$ cat src/rtl/proc_pkg.sv
// Shared definitions for the processor front end: default widths, fetch FSM
// encoding and the opcode values that control_component decodes.
package proc_pkg;

  localparam int ADDR_W_DEF  = 16;
  localparam int INST_W_DEF  = 16;
  localparam int PC_STEP_DEF = 2;
  localparam logic [ADDR_W_DEF-1:0] RESET_PC_DEF = 16'h0000;

  typedef enum logic [1:0] {
    IDLE  = 2'd0,
    FETCH = 2'd1,
    WAIT  = 2'd2,
    HOLD  = 2'd3
  } fetch_state_e;

  // Opcode field values, inst[15:12]
  localparam logic [3:0] OP_ADD  = 4'b0000;
  localparam logic [3:0] OP_SUB  = 4'b0001;
  localparam logic [3:0] OP_AND  = 4'b0010;
  localparam logic [3:0] OP_OR   = 4'b0011;
  localparam logic [3:0] OP_JALR = 4'b0100;
  localparam logic [3:0] OP_ADDI = 4'b0101;
  localparam logic [3:0] OP_JAL  = 4'b0110;
  localparam logic [3:0] OP_LW   = 4'b1000;
  localparam logic [3:0] OP_SW   = 4'b1001;
  localparam logic [3:0] OP_BEQ  = 4'b1010;
  localparam logic [3:0] OP_BNE  = 4'b1011;

endpackage

$ cat src/rtl/pc_reg.sv
// Program counter register with its next-PC mux: a redirect target always wins,
// otherwise step sequentially when advance is set, otherwise hold.
module pc_reg
  import proc_pkg::*;
#(
  parameter int                ADDR_W   = ADDR_W_DEF,
  parameter logic [ADDR_W-1:0] RESET_PC = RESET_PC_DEF,
  parameter int                PC_STEP  = PC_STEP_DEF
) (
  input  logic              clk,
  input  logic              reset,
  input  logic              redirect,
  input  logic [ADDR_W-1:0] redirect_pc,
  input  logic              advance,
  output logic [ADDR_W-1:0] pc,
  output logic [ADDR_W-1:0] pc_inc,
  output logic [ADDR_W-1:0] pc_next
);

  logic [ADDR_W-1:0] pc_q;
  logic [ADDR_W-1:0] pc_d;

  // Addition wraps naturally at 2^ADDR_W
  assign pc_inc = pc_q + ADDR_W'(PC_STEP);

  always_comb begin
    pc_d = pc_q;
    if (redirect) begin
      pc_d = redirect_pc;
    end else if (advance) begin
      pc_d = pc_inc;
    end
  end

  always_ff @(posedge clk or negedge reset) begin
    if (!reset) begin
      pc_q <= RESET_PC;
    end else begin
      pc_q <= pc_d;
    end
  end

  assign pc      = pc_q;
  assign pc_next = pc_d;

endmodule

$ cat src/rtl/fetch_unit.sv
// Instruction fetch stage: one outstanding imem request at a time, registered
// instruction presented downstream with valid/ready, redirects discard stale fetches.
module fetch_unit
  import proc_pkg::*;
#(
  parameter int                ADDR_W   = ADDR_W_DEF,
  parameter int                INST_W   = INST_W_DEF,
  parameter logic [ADDR_W-1:0] RESET_PC = RESET_PC_DEF,
  parameter int                PC_STEP  = PC_STEP_DEF
) (
  input  logic              clk,
  input  logic              reset,
  output logic              imem_req,
  output logic [ADDR_W-1:0] imem_addr,
  input  logic [INST_W-1:0] imem_rdata,
  input  logic              imem_valid,
  input  logic              redirect,
  input  logic [ADDR_W-1:0] redirect_pc,
  input  logic              inst_ready,
  output logic              inst_valid,
  output logic [INST_W-1:0] inst,
  output logic [3:0]        op,
  output logic [ADDR_W-1:0] inst_pc,
  output logic [ADDR_W-1:0] pc_plus
);

  fetch_state_e      state_q, state_d;
  logic              kill_q, kill_d;
  logic              inst_valid_q, inst_valid_d;
  logic [INST_W-1:0] inst_q, inst_d;
  logic [ADDR_W-1:0] inst_pc_q, inst_pc_d;
  logic [ADDR_W-1:0] pc_plus_q, pc_plus_d;
  logic              imem_req_q, imem_req_d;
  logic [ADDR_W-1:0] imem_addr_q, imem_addr_d;

  logic [ADDR_W-1:0] pc;
  logic [ADDR_W-1:0] pc_inc;
  logic [ADDR_W-1:0] pc_next;
  logic              accept_resp;

  // A response is consumed only if nothing has invalidated it
  assign accept_resp = (state_q == WAIT) && imem_valid && !kill_q && !redirect;

  pc_reg #(
    .ADDR_W   (ADDR_W),
    .RESET_PC (RESET_PC),
    .PC_STEP  (PC_STEP)
  ) u_pc_reg (
    .clk         (clk),
    .reset       (reset),
    .redirect    (redirect),
    .redirect_pc (redirect_pc),
    .advance     (accept_resp),
    .pc          (pc),
    .pc_inc      (pc_inc),
    .pc_next     (pc_next)
  );

  always_comb begin
    state_d      = state_q;
    kill_d       = kill_q;
    inst_valid_d = inst_valid_q;
    inst_d       = inst_q;
    inst_pc_d    = inst_pc_q;
    pc_plus_d    = pc_plus_q;

    unique case (state_q)
      IDLE: begin
        state_d = FETCH;
      end
      FETCH: begin
        // The request still goes out; a redirect only marks its answer stale
        state_d = WAIT;
        if (redirect) begin
          kill_d = 1'b1;
        end
      end
      WAIT: begin
        if (imem_valid) begin
          if (kill_q || redirect) begin
            kill_d  = 1'b0;
            state_d = FETCH;
          end else begin
            inst_d       = imem_rdata;
            inst_pc_d    = pc;
            pc_plus_d    = pc_inc;
            inst_valid_d = 1'b1;
            state_d      = HOLD;
          end
        end else if (redirect) begin
          kill_d = 1'b1;
        end
      end
      HOLD: begin
        if (redirect || inst_ready) begin
          inst_valid_d = 1'b0;
          state_d      = FETCH;
        end
      end
      default: begin
        state_d = IDLE;
      end
    endcase
  end

  // Request strobe and address are registered from next-state so they are
  // glitch-free and imem_addr always equals the pc held during FETCH.
  always_comb begin
    imem_req_d  = (state_d == FETCH);
    imem_addr_d = imem_req_d ? pc_next : '0;
  end

  always_ff @(posedge clk or negedge reset) begin
    if (!reset) begin
      state_q      <= IDLE;
      kill_q       <= 1'b0;
      inst_valid_q <= 1'b0;
      inst_q       <= '0;
      inst_pc_q    <= '0;
      pc_plus_q    <= '0;
      imem_req_q   <= 1'b0;
      imem_addr_q  <= '0;
    end else begin
      state_q      <= state_d;
      kill_q       <= kill_d;
      inst_valid_q <= inst_valid_d;
      inst_q       <= inst_d;
      inst_pc_q    <= inst_pc_d;
      pc_plus_q    <= pc_plus_d;
      imem_req_q   <= imem_req_d;
      imem_addr_q  <= imem_addr_d;
    end
  end

  assign imem_req   = imem_req_q;
  assign imem_addr  = imem_addr_q;
  assign inst_valid = inst_valid_q;
  assign inst       = inst_q;
  assign op         = inst_q[INST_W-1 -: 4];
  assign inst_pc    = inst_pc_q;
  assign pc_plus    = pc_plus_q;

endmodule
$ cat config.mk
export PLATFORM = sky130hd
export DESIGN_NAME = fetch_unit
export DESIGN_NICKNAME = d
export VERILOG_FILES = /design/src/rtl/proc_pkg.sv /design/src/rtl/pc_reg.sv /design/src/rtl/fetch_unit.sv
export SDC_FILE = /design/constraint.sdc
export NUM_CORES = 1
export LEC_CHECK = 0
export BUFFER_PORTS_ARGS = -buffer_cell sky130_fd_sc_hd__buf_4
export CORE_MARGIN = 2
export CORE_UTILIZATION = 40
export CTS_CLUSTER_SIZE = 28
export DETAILED_ROUTE_END_ITERATION = 10
export MAX_ROUTING_LAYER = met4
export PLACE_DENSITY = 0.64
export SETUP_SLACK_MARGIN = 0.2
export SYNTH_ARGS = -nofsm -noshare
export SYNTH_HDL_FRONTEND = slang
export SYNTH_HIERARCHICAL = 1
export SYNTH_SLANG_ARGS = --single-unit
export TNS_END_PERCENT = 100
$ cat constraint.sdc
create_clock -name clk -period 2.6 [get_ports clk]
set_clock_uncertainty 0.05 [all_clocks]
set_input_delay 0.26 -clock clk [delete_from_list [all_inputs] [get_ports clk]]
set_output_delay 0.26 -clock clk [all_outputs]
set_load 0.05 [all_outputs]
==> results.md, run 1 <==
- The maximum number of pins on one net before global-route repair is 86.
- The count of input and output buffers is 106.
- The routed layout has 2,607 vias.
- The synthesized design contains 0 enable-type register cells.
- The worst-case IR drop observed on VDD is 0.6644 mV.
- The global route total overflow is 0.
- The highest fanout seen on the critical path is 7.
- In this run the power spent charging and discharging nets is 3081 uW.
- The die extent in y is 102.1 um.
- The setup slack of the critical path after layout is 0.3740 ns.
- Pin placement for this block handled 107 I/O pins.
- The critical path ends at imem_addr[13]$_DFF_PN0_.
- The worst setup path is captured at a flop.
- The global-route met2 utilization is 27.28%.
- The clock latency on the worst-skew pair is 0.35 ns.
- The launching element type of the critical path is a flop.
- Of the total power, registers draw 32.1%.
- In the routed design, unresolved DRC markers number 0.
- At the pin with the least slew margin, the transition time is 0.6494 ns.
- The async set or reset register ratio after synthesis is 100.0%.
- Among all flip-flop cells after synthesis, the most frequent one is sky130_fd_sc_hd__dfrtp_1.
- In this run, synthesis produced a sequential element count of 85.
- The post-detailed-route wirelength per cell is 15.84 um.
- The final number of setup-violating endpoints is 0.
- The design internal power is 3467 uW.
- The total placed instance area is 4701 um2.
- From synthesis to final layout, the design area changed by 29.44%.
- At the end of routability-driven placement, the weighted congestion stood at 0.8012.
- By area the synthesized netlist is led by sky130_fd_sc_hd__dfrtp_1, sky130_fd_sc_hd__mux2_2, sky130_fd_sc_hd__xnor2_1.
- The reg-to-reg startpoint is state_q[0]$_DFF_PN0_.
- The violation count after the first detailed-routing iteration is 100.
- The met3 layer usage reported by global route is 3.488%.
- Before antenna repair, the detailed router went through 4 iterations.
- Data on the critical path is required at its endpoint by 2.80 ns.
- Max-cap violations in this run came to 0.
- The critical path is of the reg -> reg type.
- The die covers 10,420 um2.
- In this design, the largest share of critical-path delay is due to simple AND/OR/NAND/NOR gates.
- The endpoint of the worst-slack reg-to-reg timing path is imem_addr[13]$_DFF_PN0_.
- Sequential cells were found to cover 55.30% of the synthesized design area.
- The combinational share of power is 51.9%.
- The ratio of cells with drive above 1 in the final layout is 47.92%.
- The critical path goes through inv_1, ha_2, nand4bb_4, clkinvlp_4, nand4_1, nor4_2, xnor2_1, o21ai_1, nor3b_1.
- The number of hold-slack violations in the final timing report was 0.
- The die boundary width is 102.1 um.
- The number of instances in the synthesized netlist is 299.
- After synthesis, the mean cell area works out to 12.86 um2.
- The core area is 9284 um2.
- The netlist uses 42 different library cells.
- The worst stage delay on the critical path is 0.43 ns.
- The wire length of the first global-routing pass is 13,770 um.
- The share of synthesized area in the top cell type comes to 55.30%.
- After detailed routing, the number of vias per cell comes to 4.846.
- Measured against its own limit, the worst slew margin works out to 56.57%.
- The logic depth of the worst register-to-register path is 9.
- Net switching is 47.06% of the power.
- For this configuration, the core starts out at a cell density of 41.43%.
- After clock tree synthesis, the clock-pin slew on the worst setup and hold paths is 0.09 ns.
- The total buffers and inverters traversed by the critical path is 2.
- The number of antenna violations at the first check in global routing is 0.
- The number of clock buffers inserted by TritonCTS is 9.
- The run finished with clean final reports.
- Once detail routing completed, the nets flagged for antenna violations numbered 0.
- The antenna diode count is 0.
- The critical path depth is 9.
- The via count of the first global-routing pass is 2,657.
- When the netlist entered floorplanning its net count stood at 341.
- The number of synthesis warnings is 6.
- Timing would allow up to 0.4492 GHz.
- The number of levels the H-tree was split into is 3.
- Setup repair after global routing could not meet its margin everywhere.
- In the global route stage, met1 resource usage came out at 24.26%.
- For this design the ratio of total power to cell area is 1315 nW/um2.
- The library cell used as clock root buffer is sky130_fd_sc_hd__clkbuf_8.
- Summed over all instances, the cell type with the most area after synthesis is sky130_fd_sc_hd__dfrtp_1.
- The net count reported at finish is 446.
- The post-placement setup slack is 0.2942 ns.
- The total number of clock tree sinks is 85.
- For this run, the total global-route usage over all layers was measured as 17.96%.
- Of the available clock period, the critical path in the final layout requires 85.62%.
- Subtracting the final worst setup slack from the clock period gives 2.226 ns.
- With fillers left out, the area of the finished cells amounts to 4979 um2.
- Summed over all failing endpoints, the final setup total negative slack is 0 ns.
- In this run the static leakage power is 0.002370 uW.
- The final layout contains routed wiring with a total length of 8524 um.
- Detailed placement finished with a half-perimeter wire length of 5895 um.
- The cell area that synthesis handed to floorplanning was 3846 um2.
- The most critical setup path has its startpoint at state_q[0]$_DFF_PN0_.
- The proportion of power drawn by the clock network is 16.0%.
- No sink is reached through more buffers than the 2 on the longest clock path.
- In this run the core area contains 35 standard-cell rows.
- The worst reg-to-reg setup slack is 0.37 ns.
- The count of final max-slew check failures is 0.
- The critical path's slowest cell is sky130_fd_sc_hd__dfrtp_1.
- In this run the most used layer during global routing was met2.
- The type of the worst min-delay path is in -> reg.
- The arrival time at the worst endpoint is 2.43 ns.
- The clock tree from TritonCTS is yes.
## worst min-delay path by stage
stage / start / end / slack, ns / cells after the start
after floorplan: reset / imem_addr[0]$_DFF_PN0_ / -0.09 / 0
after global placement: reset / inst[10]$_DFFE_PN0P_ / 0.28 / 2
after detailed placement: reset / inst[10]$_DFFE_PN0P_ / 0.28 / 2
after CTS: imem_rdata[15] / inst[15]$_DFFE_PN0P_ / 0.07 / 2
after global routing: imem_rdata[15] / inst[15]$_DFFE_PN0P_ / 0.07 / 2
final: imem_rdata[0] / inst[0]$_DFFE_PN0P_ / 0.08 / 2
## power groups by stage
stage | combinational, uW | clock [uW] | sequential [uW]
after floorplan | 881 | 0 | 3630
after global placement | 3390 | 0 | 2120
after detailed placement | 3430 | 0 | 2130
after CTS | 3430 | 1080 | 2110
after global routing | 3560 | 1140 | 2170
final | 3400 | 1050 | 2100
## layout by cell type, fill, tap and decap left out, drive strengths merged
cell type	Yosys	routed
xnor2	14	14
nor3	6	6
clkinvlp	0	2
nand3	7	7
nor2	11	11
inv	8	7
nand2	22	22
nand2b	3	3
nor4	4	4
o21a	1	1
mux2i	1	1
bufinv	0	2
buf	19	115
and4	1	1
ha	5	5
or3b	1	1
mux2	49	49
o41ai	1	1
dfrtp	85	85
clkbuf	3	13
a41oi	1	1
o21ai	15	15
nor3b	16	16
xor2	12	12
a31oi	1	1
nand3b	1	1
a21oi	2	2
dlygate4sd3	0	1
nand4bb	1	1
or3	1	1
a22o	1	1
nand4	7	7
## through the flow
step / std cells / hold WS, ns / power [uW] / utilization, %
floorplan: 299 / -0.08559 / 4507 / -
global placement: 517 / 0.2809 / 5515 / 50.63
detailed placement: 517 / 0.2836 / 5558 / 50.63
CTS: 534 / 0.06618 / 6620 / 53.18
global route: 538 / 0.06723 / 6871 / 53.63
finish: 538 / 0.08147 / 6548 / 53.63
## Yosys cell counts (2+ instances only)
library cell and count:
sky130_fd_sc_hd__buf_6 7, sky130_fd_sc_hd__nor2_2 2, sky130_fd_sc_hd__o21ai_0 9, sky130_fd_sc_hd__nor4_2 2
sky130_fd_sc_hd__nand4_1 4, sky130_fd_sc_hd__ha_1 5, sky130_fd_sc_hd__nand4_2 2, sky130_fd_sc_hd__o21ai_1 6
sky130_fd_sc_hd__a21oi_1 2, sky130_fd_sc_hd__buf_2 6, sky130_fd_sc_hd__buf_4 6, sky130_fd_sc_hd__nor2_1 9
sky130_fd_sc_hd__nand2b_1 3, sky130_fd_sc_hd__xnor2_1 14, sky130_fd_sc_hd__inv_1 8, sky130_fd_sc_hd__nor3b_1 16
sky130_fd_sc_hd__dfrtp_1 85, sky130_fd_sc_hd__mux2_2 48, sky130_fd_sc_hd__xor2_1 12, sky130_fd_sc_hd__nand3_2 2
sky130_fd_sc_hd__nand2_1 21, sky130_fd_sc_hd__clkbuf_1 2, sky130_fd_sc_hd__nand3_1 5, sky130_fd_sc_hd__nor3_1 5
## per-layer routing
metal,share of wire (%),up-vias
li1,-,1236
met1,46,1304
met2,49,58
met3,4.1,9
met4,1.5,0
met5,0,-
## cells by family after synthesis
| logic type | count (synthesis) | synth area share, % |
|---|---|---|
| compound gates | 22 | 3.741 |
| simple gates | 81 | 13.63 |
| fa+ha+maj | 5 | 1.627 |
| buf+inv | 30 | 5.173 |
| flops | 85 | 55.30 |
| mux | 50 | 14.61 |
| xor+xnor | 26 | 5.921 |
## layout make-up
| cell class | count | area [um2] |
|---|---|---|
| Fill cell | 862 | 4305 |
| Sequential cell | 85 | 2127 |
| Multi-Input combinational cell | 184 | 1544 |
| Timing Repair Buffer | 116 | 885.9 |
| Tap cell | 129 | 161.4 |
| Clock buffer | 13 | 158.9 |
| Clock inverter | 3 | 67.56 |
| Inverter | 8 | 33.78 |
## worst register-to-register path, cell delays in order (launching register included)
cell and delay (ns):
sky130_fd_sc_hd__dfrtp_1 0.43, sky130_fd_sc_hd__inv_1 0.10, sky130_fd_sc_hd__ha_2 0.25, sky130_fd_sc_hd__nand4bb_4 0.16, sky130_fd_sc_hd__clkinvlp_4 0.17, sky130_fd_sc_hd__nand4_1 0.16
sky130_fd_sc_hd__nor4_2 0.35, sky130_fd_sc_hd__xnor2_1 0.10, sky130_fd_sc_hd__o21ai_1 0.15, sky130_fd_sc_hd__nor3b_1 0.21
## timing repair
| item | CTS | global route |
|---|---|---|
| buffers inserted | 0 | 4 |
| hold buffers | 1 | 0 |
| setup endpoints to repair | 0 | 11 |
| hold endpoints to repair | 85 | 0 |
| gates resized for setup | 0 | 3 |
Power figures use the tool's default switching activity.
==> run 2: changes to the inputs <==
Settings changed: CORE_ASPECT_RATIO set to 0.5, PLACE_DENSITY 0.64 to 0.66.
Clock period 2.6 ns to 1.95 ns, I/O delays scaled along.
==> run 2 against run 1 <==
  * Critical path type unchanged
  * Clock power increased by 62%
  * Critical endpoint unchanged
  * Largest power group unchanged
  * Via count increased by 6.3%
  * Utilization increased by 5.3 points
  * The flow now finishes with violations (setup timing)
==> results.md, run 2 (same netlist as run 1, synthesis figures left out) <==
- Run status: finished with violations (was complete, no violations).
- The checks that failed: setup timing.
- The final critical path time including I/O delays and setup is 2.015 ns (was 2.226 ns).
- The reported max-cap violation count is 0 (unchanged).
- The setup slack of the critical path after layout was -0.06534 ns (was 0.3740 ns).
- The leakage power of the design was 0.002663 uW (was 0.002370 uW).
- The top-level I/O count is 107 (unchanged).
- The tightest slew margin relative to the limit is 65.02% (was 56.57%).
- The type of the worst min-delay path is in -> reg (unchanged).
- The fmax is 0.4962 GHz (was 0.4492 GHz).
- The overall via count from detail_route was 2,771 (was 2,607).
- The DRC violations left is 0 (unchanged).
- The data required time at the worst endpoint was 2.15 ns (was 2.80 ns).
- The arrival time at the worst endpoint came to 2.21 ns (was 2.43 ns).
- The detailed placer's ending HPWL is 6525 um (was 5895 um).
- The number of nets with antenna violations after routing is 0 (unchanged).
- The total number of clock tree sinks is 85 (unchanged).
- The non-filler instance count after layout was 561 (was 538).
- The final weighted congestion of routability-driven global placement was 0.8086 (was 0.8012).
- The die extent in y came to 73.34 um (was 102.1 um).
- The final number of setup-violating endpoints is 2 (was 0).
- The number of clock buffers inserted by TritonCTS is 9 (unchanged).
- The maximum number of pins on one net before global-route repair came to 47 (was 86).
- The antenna diode count is 0 (unchanged).
- The library cell used as clock root buffer is sky130_fd_sc_hd__clkbuf_16 (was sky130_fd_sc_hd__clkbuf_8).
- The violation count after the first detailed-routing iteration is 177 (was 100).
- The net count reported at finish is 478 (was 446).
- The number of rows created at floorplan is 25 (was 35).
- The post-CTS clock slew at the launch and capture registers of the worst setup and hold paths is 0.06 ns (was 0.09 ns).
- The family of cells with the greatest summed delay on the critical path is simple AND/OR/NAND/NOR gates (unchanged).
- The actual transition at the worst max-transition pin is 0.5247 ns (was 0.6494 ns).
- The die boundary width came to 142.7 um (was 102.1 um).
- The power density relative to cell area is 1721 nW/um2 (was 1315 nW/um2).
- The final core area utilization is 58.95% (was 53.63%).
- Ordered list of cells on the worst path: inv_2, ha_4, nand4bb_4, inv_4, nand4_1, buf_4, nor4_4, xnor2_1, o21ai_2, nor3b_2 (was inv_1, ha_2, nand4bb_4, clkinvlp_4, nand4_1, nor4_2, xnor2_1, o21ai_1, nor3b_1).
- The global route total overflow is 0 (unchanged).
- The core area is 9384 um2 (was 9284 um2).
- The global routing usage summed across all routing layers is 19.17% (was 17.96%).
- The number of hold-slack violations in the final timing report was 0 (unchanged).
- The highest fanout seen on the critical path is 3 (was 7).
- The launching element type of the critical path is a flop (unchanged).
- The ratio of cells with drive above 1 in the final layout is 57.50% (was 47.92%).
- The worst stage delay on the critical path is 0.39 ns (was 0.43 ns).
- Top library cells by usage in the layout, fill and taps aside: sky130_fd_sc_hd__buf_4, sky130_fd_sc_hd__dfrtp_1, sky130_fd_sc_hd__mux2_2 (unchanged).
- The critical path endpoint category is a flop (unchanged).
- The cell count after placement is 524 (was 517).
- The number of detailed-routing iterations run before antenna repair is 4 (unchanged).
- The post-detailed-route via-to-cell ratio is 4.939 (was 4.846).
- The critical path's slowest cell is sky130_fd_sc_hd__dfrtp_1 (unchanged).
- The count of final max-slew check failures is 0 (unchanged).
- The final period utilization is 103.4% (was 85.62%).
- The count of input and output buffers is 106 (unchanged).
- RSZ-0062 raised after global routing: yes (unchanged).
- The leading cell type in the layout, fill and taps excluded is sky130_fd_sc_hd__buf_4 (unchanged).
- The clock latency on the worst-skew pair came to 0.33 ns (was 0.35 ns).
- The via count of the first global-routing pass was 2,854 (was 2,657).
- The count of fill cells added during filler insertion was 756 (was 862).
- The die area is 10,460 um2 (was 10,420 um2).
- The total buffers and inverters traversed by the critical path is 3 (was 2).
- The buffer levels on the longest clock path is 2 (unchanged).
- The post-detailed-route wirelength per cell is 16.62 um (was 15.84 um).
- The startpoint-to-endpoint class of the critical path is reg -> reg (unchanged).
- The number of antenna violations at the first check in global routing came to 0 (unchanged).
- The signed area change from the synthesized netlist to the final layout is 43.82% (was 29.44%).
- The initial standard-cell utilization of the core is 40.99% (was 41.43%).
- The largest voltage drop on the vdd net is 0.7942 mV (was 0.6644 mV).
- The total wire length is 9326 um (was 8524 um).
- The clock tree from TritonCTS was yes (unchanged).
- The wire length of the first global-routing pass is 14,840 um (was 13,770 um).
- The number of levels the H-tree was split into is 3 (unchanged).
run 2: changes by cell type in the layout (fill, tap and decap cells not counted), moves of 5 or more:
cell,change
sky130_fd_sc_hd__buf_4,+20
sky130_fd_sc_hd__clkbuf_16,+10
sky130_fd_sc_hd__nor3b_1,-10
sky130_fd_sc_hd__nor3b_2,+10
sky130_fd_sc_hd__clkbuf_8,-9
sky130_fd_sc_hd__buf_6,+8
sky130_fd_sc_hd__o21ai_0,-5
run 2: through the flow:
stage	setup WS [ns]	total power, uW	TNS (ns)	hold slack, ns	area [um2]
floorplan	-0.3080	6031	-3.705	-0.1506	3896
global placement	-0.06124	7455	-0.09210	0.1464	4851
detailed placement	-0.08186	7560	-0.1708	0.1653	4851
CTS	-0.01448	9485	-0.01448	0.02521	5316
global route	-0.1657	9973	-0.8578	0.02553	5532
finish	-0.06534	9517	-0.08880	0.04026	5532
run 2: area by class of cell:
class | count | area [um2] | share of cell area, %
Tap cell | 121 | 151.4 | 2.737
Multi-Input combinational cell | 184 | 1709 | 30.90
Timing Repair Buffer | 148 | 1206 | 21.81
Clock inverter | 4 | 47.55 | 0.8595
Clock buffer | 11 | 252.7 | 4.569
Inverter | 8 | 32.53 | 0.5881
Sequential cell | 85 | 2132 | 38.54
run 2: path summary, 6_finish.rpt:
check | startpoint | endpoint | slack (ns) | cells after the start
min in group asynchronous | reset | kill_q$_DFFE_PN0P_ | 0.32 | 2
worst min register to register | inst[8]$_DFFE_PN0P_ | inst[8]$_DFFE_PN0P_ | 0.46 | 1
worst min-delay path | imem_rdata[11] | inst[11]$_DFFE_PN0P_ | 0.04 | 2
max in group asynchronous | reset | u_pc_reg/pc[1]$_DFF_PN0_ | 0.89 | 3
worst max-delay path | state_q[0]$_DFF_PN0_ | imem_addr[13]$_DFF_PN0_ | -0.07 | 10
worst max register to register | state_q[0]$_DFF_PN0_ | imem_addr[13]$_DFF_PN0_ | -0.07 | 10
run 2: what timing repair did:
| item | CTS | global route |
|---|---|---|
| gates cloned | 0 | 2 |
| endpoints found under the hold margin | 39 | 0 |
| endpoints found under the setup margin | 38 | 50 |
| gates resized for setup | 24 | 23 |
| pin swaps | 9 | 15 |
| hold buffers | 1 | 0 |
| setup buffers | 6 | 13 |
run 2: where the power goes:
part / total [uW] / switching (uW) / internal [uW]
Combinational: 5020 / 3290 / 1730
Sequential: 2800 / 389 / 2410
Clock: 1700 / 652 / 1050
run 2: metal layers:
metal	GRT usage [%]	share of wire, %
met2	30.07	49
met4	4.070	0.89
met1	25.59	46
met3	4.824	3.8
met5	-	0
